### src/rtl/snn_train_sequencer.sv
// snn_train_sequencer: paces presentation windows on the AER neuron tick,
// emits one-tick pixel spikes, drives teacher spikes during a bounded
// training run and classifies each window by per-class spike counts.
// Optional feature macro: SNN_SEQ_NOISE_EN (LFSR-driven single-pixel noise).
module snn_train_sequencer #(
    parameter int NUM_PIXEL     = 49,
    parameter int NUM_CLASS     = 10,
    parameter int CLASS_W       = 4,
    parameter int REST_TIME     = 149,
    parameter int TRAIN_SPIKE   = 10,
    parameter int UNTRAIN_SPIKE = 5,
    parameter int TRAIN_WINDOWS = 412,
    parameter int CNT_W         = 6
) (
    input  logic                 CLK,
    input  logic                 RST,
    input  logic                 EN_NEURON,
    input  logic                 TRAIN_START,
    input  logic                 NOISE_SEL,
    input  logic [NUM_PIXEL-1:0] PIXELS,
    input  logic [CLASS_W-1:0]   LABEL,
    input  logic [NUM_CLASS-1:0] OUT_SPIKES,
    output logic [NUM_PIXEL-1:0] PIXEL_SPIKES,
    output logic [NUM_CLASS-1:0] TEACH_SPIKES,
    output logic                 EN_ADDR,
    output logic                 EN_TRAIN,
    output logic                 TRAINING,
    output logic                 WINDOW_DONE,
    output logic [CLASS_W-1:0]   CLASS_OUT,
    output logic                 CLASS_VALID,
    output logic                 TIE,
    output logic                 NO_SPIKE
);

    localparam int TW = $clog2(REST_TIME + 1);
    localparam int WW = $clog2(TRAIN_WINDOWS + 1);

    localparam logic [0:0] ST_IDLE  = 1'b0;
    localparam logic [0:0] ST_TRAIN = 1'b1;

    logic [TW-1:0]        cnt_q, cnt_d;
    logic [WW-1:0]        wc_q, wc_d;
    logic [0:0]           state_q, state_d;
    logic                 wrap;
    logic [NUM_PIXEL-1:0] pattern;
    logic [NUM_CLASS-1:0] teach_d;
    logic                 label_valid;
    logic [CNT_W-1:0]     spk_cnt_q [NUM_CLASS];
    logic [CNT_W-1:0]     spk_cnt_d [NUM_CLASS];
    logic [CLASS_W-1:0]   class_d;
    logic                 tie_d;
    logic                 no_spike_d;

    assign wrap        = EN_NEURON && (cnt_q == TW'(REST_TIME));
    assign label_valid = ({1'b0, LABEL} < (CLASS_W + 1)'(NUM_CLASS));
    assign TRAINING    = (state_q == ST_TRAIN);
    assign EN_TRAIN    = TRAINING && EN_NEURON;

`ifdef SNN_SEQ_NOISE_EN
    logic [15:0] lfsr_q;

    // Noise LFSR steps once per window; taps 16,14,13,11.
    always_ff @(posedge CLK) begin
        if (RST)
            lfsr_q <= 16'hACE1;
        else if (wrap)
            lfsr_q <= {lfsr_q[14:0], lfsr_q[15] ^ lfsr_q[13] ^ lfsr_q[12] ^ lfsr_q[10]};
    end

    // Invert the one pixel addressed by the LFSR; out-of-range values flip nothing.
    always_comb begin
        pattern = PIXELS;
        for (int i = 0; i < NUM_PIXEL; i++)
            if (NOISE_SEL && (lfsr_q == 16'(i)))
                pattern[i] = ~PIXELS[i];
    end
`else
    logic unused_noise_sel;
    assign unused_noise_sel = NOISE_SEL;
    assign pattern          = PIXELS;
`endif

    // Window counter and run state next-state logic.
    always_comb begin
        // NOTE: every comb output gets a default first so no path can infer a latch.
        cnt_d   = cnt_q;
        wc_d    = wc_q;
        state_d = state_q;
        if (EN_NEURON)
            cnt_d = wrap ? '0 : cnt_q + 1'b1;
        case (state_q)
            ST_IDLE: begin
                if (TRAIN_START) begin
                    state_d = ST_TRAIN;
                    wc_d    = '0;
                end
            end
            default: begin
                if (wrap) begin
                    if (wc_q == WW'(TRAIN_WINDOWS - 1))
                        state_d = ST_IDLE;
                    else
                        wc_d = wc_q + 1'b1;
                end
            end
        endcase
    end

    // Teacher timing: label class early, all others just before the window end.
    always_comb begin
        teach_d = '0;
        if ((state_q == ST_TRAIN) && EN_NEURON) begin
            for (int k = 0; k < NUM_CLASS; k++) begin
                if (label_valid && (CLASS_W'(k) == LABEL))
                    teach_d[k] = (cnt_q == TW'(TRAIN_SPIKE));
                else
                    teach_d[k] = (cnt_q == TW'(REST_TIME - UNTRAIN_SPIKE));
            end
        end
    end

    // Argmax over the counts held before this clock; lowest index wins ties.
    always_comb begin
        logic [CNT_W-1:0] best_cnt;
        best_cnt = spk_cnt_q[0];
        class_d  = '0;
        tie_d    = 1'b0;
        for (int k = 1; k < NUM_CLASS; k++) begin
            if (spk_cnt_q[k] > best_cnt) begin
                best_cnt = spk_cnt_q[k];
                class_d  = CLASS_W'(k);
                tie_d    = 1'b0;
            end else if ((spk_cnt_q[k] == best_cnt) && (best_cnt != '0)) begin
                tie_d = 1'b1;
            end
        end
        no_spike_d = (best_cnt == '0);
    end

    // Per-class spike counters: saturate inside a window, reload on the wrap tick.
    always_comb begin
        for (int k = 0; k < NUM_CLASS; k++) begin
            spk_cnt_d[k] = spk_cnt_q[k];
            if (wrap)
                spk_cnt_d[k] = CNT_W'(OUT_SPIKES[k]);
            else if (OUT_SPIKES[k] && (spk_cnt_q[k] != {CNT_W{1'b1}}))
                spk_cnt_d[k] = spk_cnt_q[k] + 1'b1;
        end
    end

    // State, counters and registered outputs.
    always_ff @(posedge CLK) begin
        // NOTE: non-blocking assignments so every register samples pre-edge values.
        if (RST) begin
            cnt_q        <= '0;
            wc_q         <= '0;
            state_q      <= ST_IDLE;
            PIXEL_SPIKES <= '0;
            TEACH_SPIKES <= '0;
            EN_ADDR      <= 1'b0;
            WINDOW_DONE  <= 1'b0;
            CLASS_VALID  <= 1'b0;
            CLASS_OUT    <= '0;
            TIE          <= 1'b0;
            NO_SPIKE     <= 1'b0;
            // NOTE: the counter array is small flop storage, so clearing it in reset is intended.
            for (int k = 0; k < NUM_CLASS; k++)
                spk_cnt_q[k] <= '0;
        end else begin
            cnt_q        <= cnt_d;
            wc_q         <= wc_d;
            state_q      <= state_d;
            PIXEL_SPIKES <= wrap ? pattern : '0;
            TEACH_SPIKES <= teach_d;
            EN_ADDR      <= EN_NEURON && (cnt_q == TW'(REST_TIME - 1));
            WINDOW_DONE  <= wrap;
            CLASS_VALID  <= wrap;
            if (wrap) begin
                CLASS_OUT <= class_d;
                TIE       <= tie_d;
                NO_SPIKE  <= no_spike_d;
            end
            for (int k = 0; k < NUM_CLASS; k++)
                spk_cnt_q[k] <= spk_cnt_d[k];
        end
    end

endmodule

### config.mk
export PLATFORM = sky130hd
export DESIGN_NAME = snn_train_sequencer
export DESIGN_NICKNAME = d
export VERILOG_FILES = /design/src/rtl/snn_train_sequencer.sv
export SDC_FILE = /design/constraint.sdc
export NUM_CORES = 1
export LEC_CHECK = 0
export ABC_AREA = 1
export BUFFER_PORTS_ARGS = -buffer_cell sky130_fd_sc_hd__buf_2
export CORE_MARGIN = 2
export CORE_UTILIZATION = 60
export DETAILED_ROUTE_END_ITERATION = 10
export GPL_TIMING_DRIVEN = 0
export PLACE_DENSITY = 0.91
export SLEW_MARGIN = 20
export SYNTH_ARGS = -nofsm -noshare
export SYNTH_HDL_FRONTEND = slang
export SYNTH_SLANG_ARGS = --single-unit
### constraint.sdc
create_clock -name CLK -period 17.1 [get_ports CLK]
set_clock_uncertainty 0.1 [all_clocks]
set_input_delay 2.565 -clock CLK [delete_from_list [all_inputs] [get_ports CLK]]
set_output_delay 2.565 -clock CLK [all_outputs]
set_load 0.03 [all_outputs]
==> impl_metrics.json <==
{
  "synth.yosys.warnings": 0,
  "fin_crit_sh_pct": 73.9,
  "clock_tree.htree_level_count": 4,
  "timing.reg2reg.setup_slack_ps": 4460,
  "detail_route.wl_per_cell_um": 15.2,
  "critical-path-top-cell-by-count": "inv_1",
  "synthDominantAreaCellType": "dfxtp_1",
  "clock-sinks": 145,
  "crit_buf_inv": 23,
  "final_routed_wirelength_um": 23200,
  "die_y_um": 123,
  "clock_latency_ps": 420,
  "worstSetupPathDepth": 85,
  "fin_tns_setup_ps": 0,
  "top_level_ports": 138,
  "synth-edff-count": 0,
  "grt_usage_pct": 31.0,
  "max_slew_margin_pct": 38.3,
  "hold_viol_final": 0,
  "area_overhead_of_the_layout_relative_to_synthesis_pct": 17.8,
  "asr_flop_ratio_synth_pct": 0,
  "maximum_number_of_pins_on_one_net_before_global_route_repair": 17,
  "route.detailed.drc": 0,
  "grt_overflow_total": 0,
  "synth.ff_latch_count": 145,
  "min_delay_worst_endpoint": "wc_q[1]$_SDFFE_PP0P_",
  "ff2ff_path_depth": 85,
  "cts_tree": "done",
  "worst_ep_arrival_time_ps": 12880,
  "synth_seq_area_share_pct": 34.3,
  "timing_max_transition_violations_final": 0,
  "first_global_vias": 8382,
  "synthesis.instances": 1180,
  "core_um2": 13800,
  "worst_slew_pin_slew_ps": 917,
  "worst_r2r_endpoint": "CLASS_OUT[1]$_SDFFE_PP0P_",
  "dp_hpwl_um": 16500,
  "area.sequential_um2": 2900,
  "hold_path_class": "reg -> reg",
  "yosys.area.top_type_share_pct": 34.3,
  "die_x_um": 123,
  "clock-root-buffer": "clkbuf_16",
  "cp_data_required_time_ps": 17340,
  "numCtsBuffers": 17,
  "nFillCells": 990,
  "grt_pass1_wl_um": 37500,
  "critical_path.max_stage_delay_ps": 450,
  "worst_setup_start_kind": "register",
  "finalNonFillerCells": 1527,
  "clock_tree.buffer_depth": 2,
  "ant_nets": 0,
  "placed_area_um2": 9360,
  "rsz0062_at_grt": "no",
  "synth_ff_type": "dfxtp_1",
  "fmax_ghz": 0.0791,
  "critical_path.top_delay_family": "simple AND/OR/NAND/NOR gates",
  "floorplan.die_area_um2": 15100,
  "status": "finished, final reports clean",
  "count_of_routing_violations_after_the_opening_detailed_route_iteration": 698,
  "place_congestion": 0.952,
  "post_cts_hold_buffer_count": 0,
  "cell_row_count": 43,
  "cap_violations": 0,
  "critical_path_peak_fanout": 10,
  "initial_utilization_pct": 61.2,
  "post_cts_repair_setup_buffers": 0,
  "endpoint_kind": "register",
  "synth.distinct_cells": 41,
  "timing_worst_setup_path_type": "reg -> reg",
  "leading_post_synthesis_cells_by_cell_area": "dfxtp_1 (34%), inv_1 (9.3%), nand2_1 (8.9%), ha_1 (7.5%), nand3_1 (5.9%)",
  "syn_area_um2": 8460,
  "placed_cells_incl_taps": 1494,
  "layout.cell_area.non_filler_um2": 9960,
  "detail_route.first_pass.iterations": 6,
  "via_per_inst": 5.58,
  "path_clk_slew_ps": 70,
  "hold_depth": 2,
  "timing.rr.start": "spk_cnt_q[0][4]$_SDFFE_PP0P_",
  "antenna_found_initial": 1,
  "number_of_vias_in_the_routed_layout": 8515,
  "post_cts_resize_count": 0,
  "finish.net_count": 1452,
  "report.final.setup_viol": 0,
  "min_cycle_time_layout_ps": 12640,
  "multi_input_gate_area_um2": 4630,
  "synth.avg_cell_area_um2": 7.17,
  "critPathSlowestCell": "dfxtp_1",
  "drive_gt1_share_pct": 18.3,
  "synthesis.nets": 1299,
  "numPortBuffers": 134,
  "min-delay-start": "wc_q[1]$_SDFFE_PP0P_"
}
==> sequential cells by signal (all words and copies together) (netlist names) <==
| register | flops |
|---|---|
| wc_q | 9 |
| TEACH_SPIKES | 10 |
| CLASS_VALID | 1 |
| TRAINING | 1 |
| CLASS_OUT | 4 |
| TIE | 1 |
| cnt_q | 8 |
| NO_SPIKE | 1 |
| PIXEL_SPIKES | 49 |
| EN_ADDR | 1 |
| spk_cnt_q | 60 |
==> worst max-delay path by stage <==
stage	startpoint	end
2_1_floorplan	spk_cnt_q[0][4]$_SDFFE_PP0P_	CLASS_OUT[1]$_SDFFE_PP0P_
6_report	spk_cnt_q[0][4]$_SDFFE_PP0P_	CLASS_OUT[1]$_SDFFE_PP0P_
3_5_place_dp	spk_cnt_q[0][4]$_SDFFE_PP0P_	CLASS_OUT[1]$_SDFFE_PP0P_
3_3_place_gp	spk_cnt_q[0][4]$_SDFFE_PP0P_	CLASS_OUT[1]$_SDFFE_PP0P_
4_1_cts	spk_cnt_q[0][4]$_SDFFE_PP0P_	CLASS_OUT[1]$_SDFFE_PP0P_
5_1_grt	spk_cnt_q[0][4]$_SDFFE_PP0P_	CLASS_OUT[1]$_SDFFE_PP0P_
==> layer usage <==
metal  wire [um]  up-vias  part of all wire [%]  GRT usage [%]
li1            -     4168                     -              -
met1        9270     3879                    40           36.2
met2       11500      375                    50           54.0
met3        1530       93                   6.6           5.81
met4         915        0                   3.9           15.4
met5           0        -                     0              0
==> worst min-delay path, cell delays in order (launching register included) <==
cell and delay [ps]:
dfxtp_1 330, nand2_1 70, a21oi_1 50
==> metrics by stage <==
step / hold slack, ps / worst slack, ps / util, %
after CTS: 387 / 4620 / 72.0
final: 396 / 4460 / 72.1
after global routing: 410 / 3430 / 72.1
after floorplan: 357 / 6530 / -
after global placement: 340 / 5160 / 67.6
after detailed placement: 350 / 4800 / 67.7
==> layout by cell type (no fill, tap or decap), drive strengths merged, types with 12 or more instances in the layout <==
cell / instances
a211oi: 12
a21oi: 62
a31oi: 28
buf: 142
clkbuf: 34
dfxtp: 145
ha: 51
inv: 217
nand2: 227
nand3: 120
nor2: 135
nor3: 23
nor3b: 13
o21a: 16
o21ai: 57
o21bai: 13
==> cells in the mapped netlist, drive strengths merged (8+ instances only) <==
master  number
nand2      227
inv        209
dfxtp      145
nor2       135
nand3      120
a21oi       62
o21ai       57
ha          51
a31oi       28
nor3        23
clkbuf      16
o21a        16
nor3b       13
o21bai      13
a211oi      12
nand4       10
nor4        10
o22ai       10
buf          8
==> cells by family after synthesis <==
family          Yosys count  share of synthesized area [%]
flops                   145                           34.3
fa+ha+maj                51                           7.55
xor+xnor                  2                          0.207
buf+inv                 234                           11.0
compound gates          206                           14.3
simple gates            542                           32.6
==> area by class of cell <==
| type | instances | share of cell area [%] |
|---|---|---|
| multi-input combinational | 801 | 46.4 |
| clock buffer | 18 | 4.41 |
| antenna | 1 | 0.0251 |
| sequential | 145 | 29.1 |
| buffer | 24 | 1.44 |
| tap | 180 | 2.26 |
| clock inverter | 14 | 1.66 |
| timing repair buffer | 134 | 6.73 |
| inverter | 210 | 7.91 |
Power is left out: the tool's default activity adds up to more than one toggle a clock period on the data nets, which glitch-free logic cannot reach.
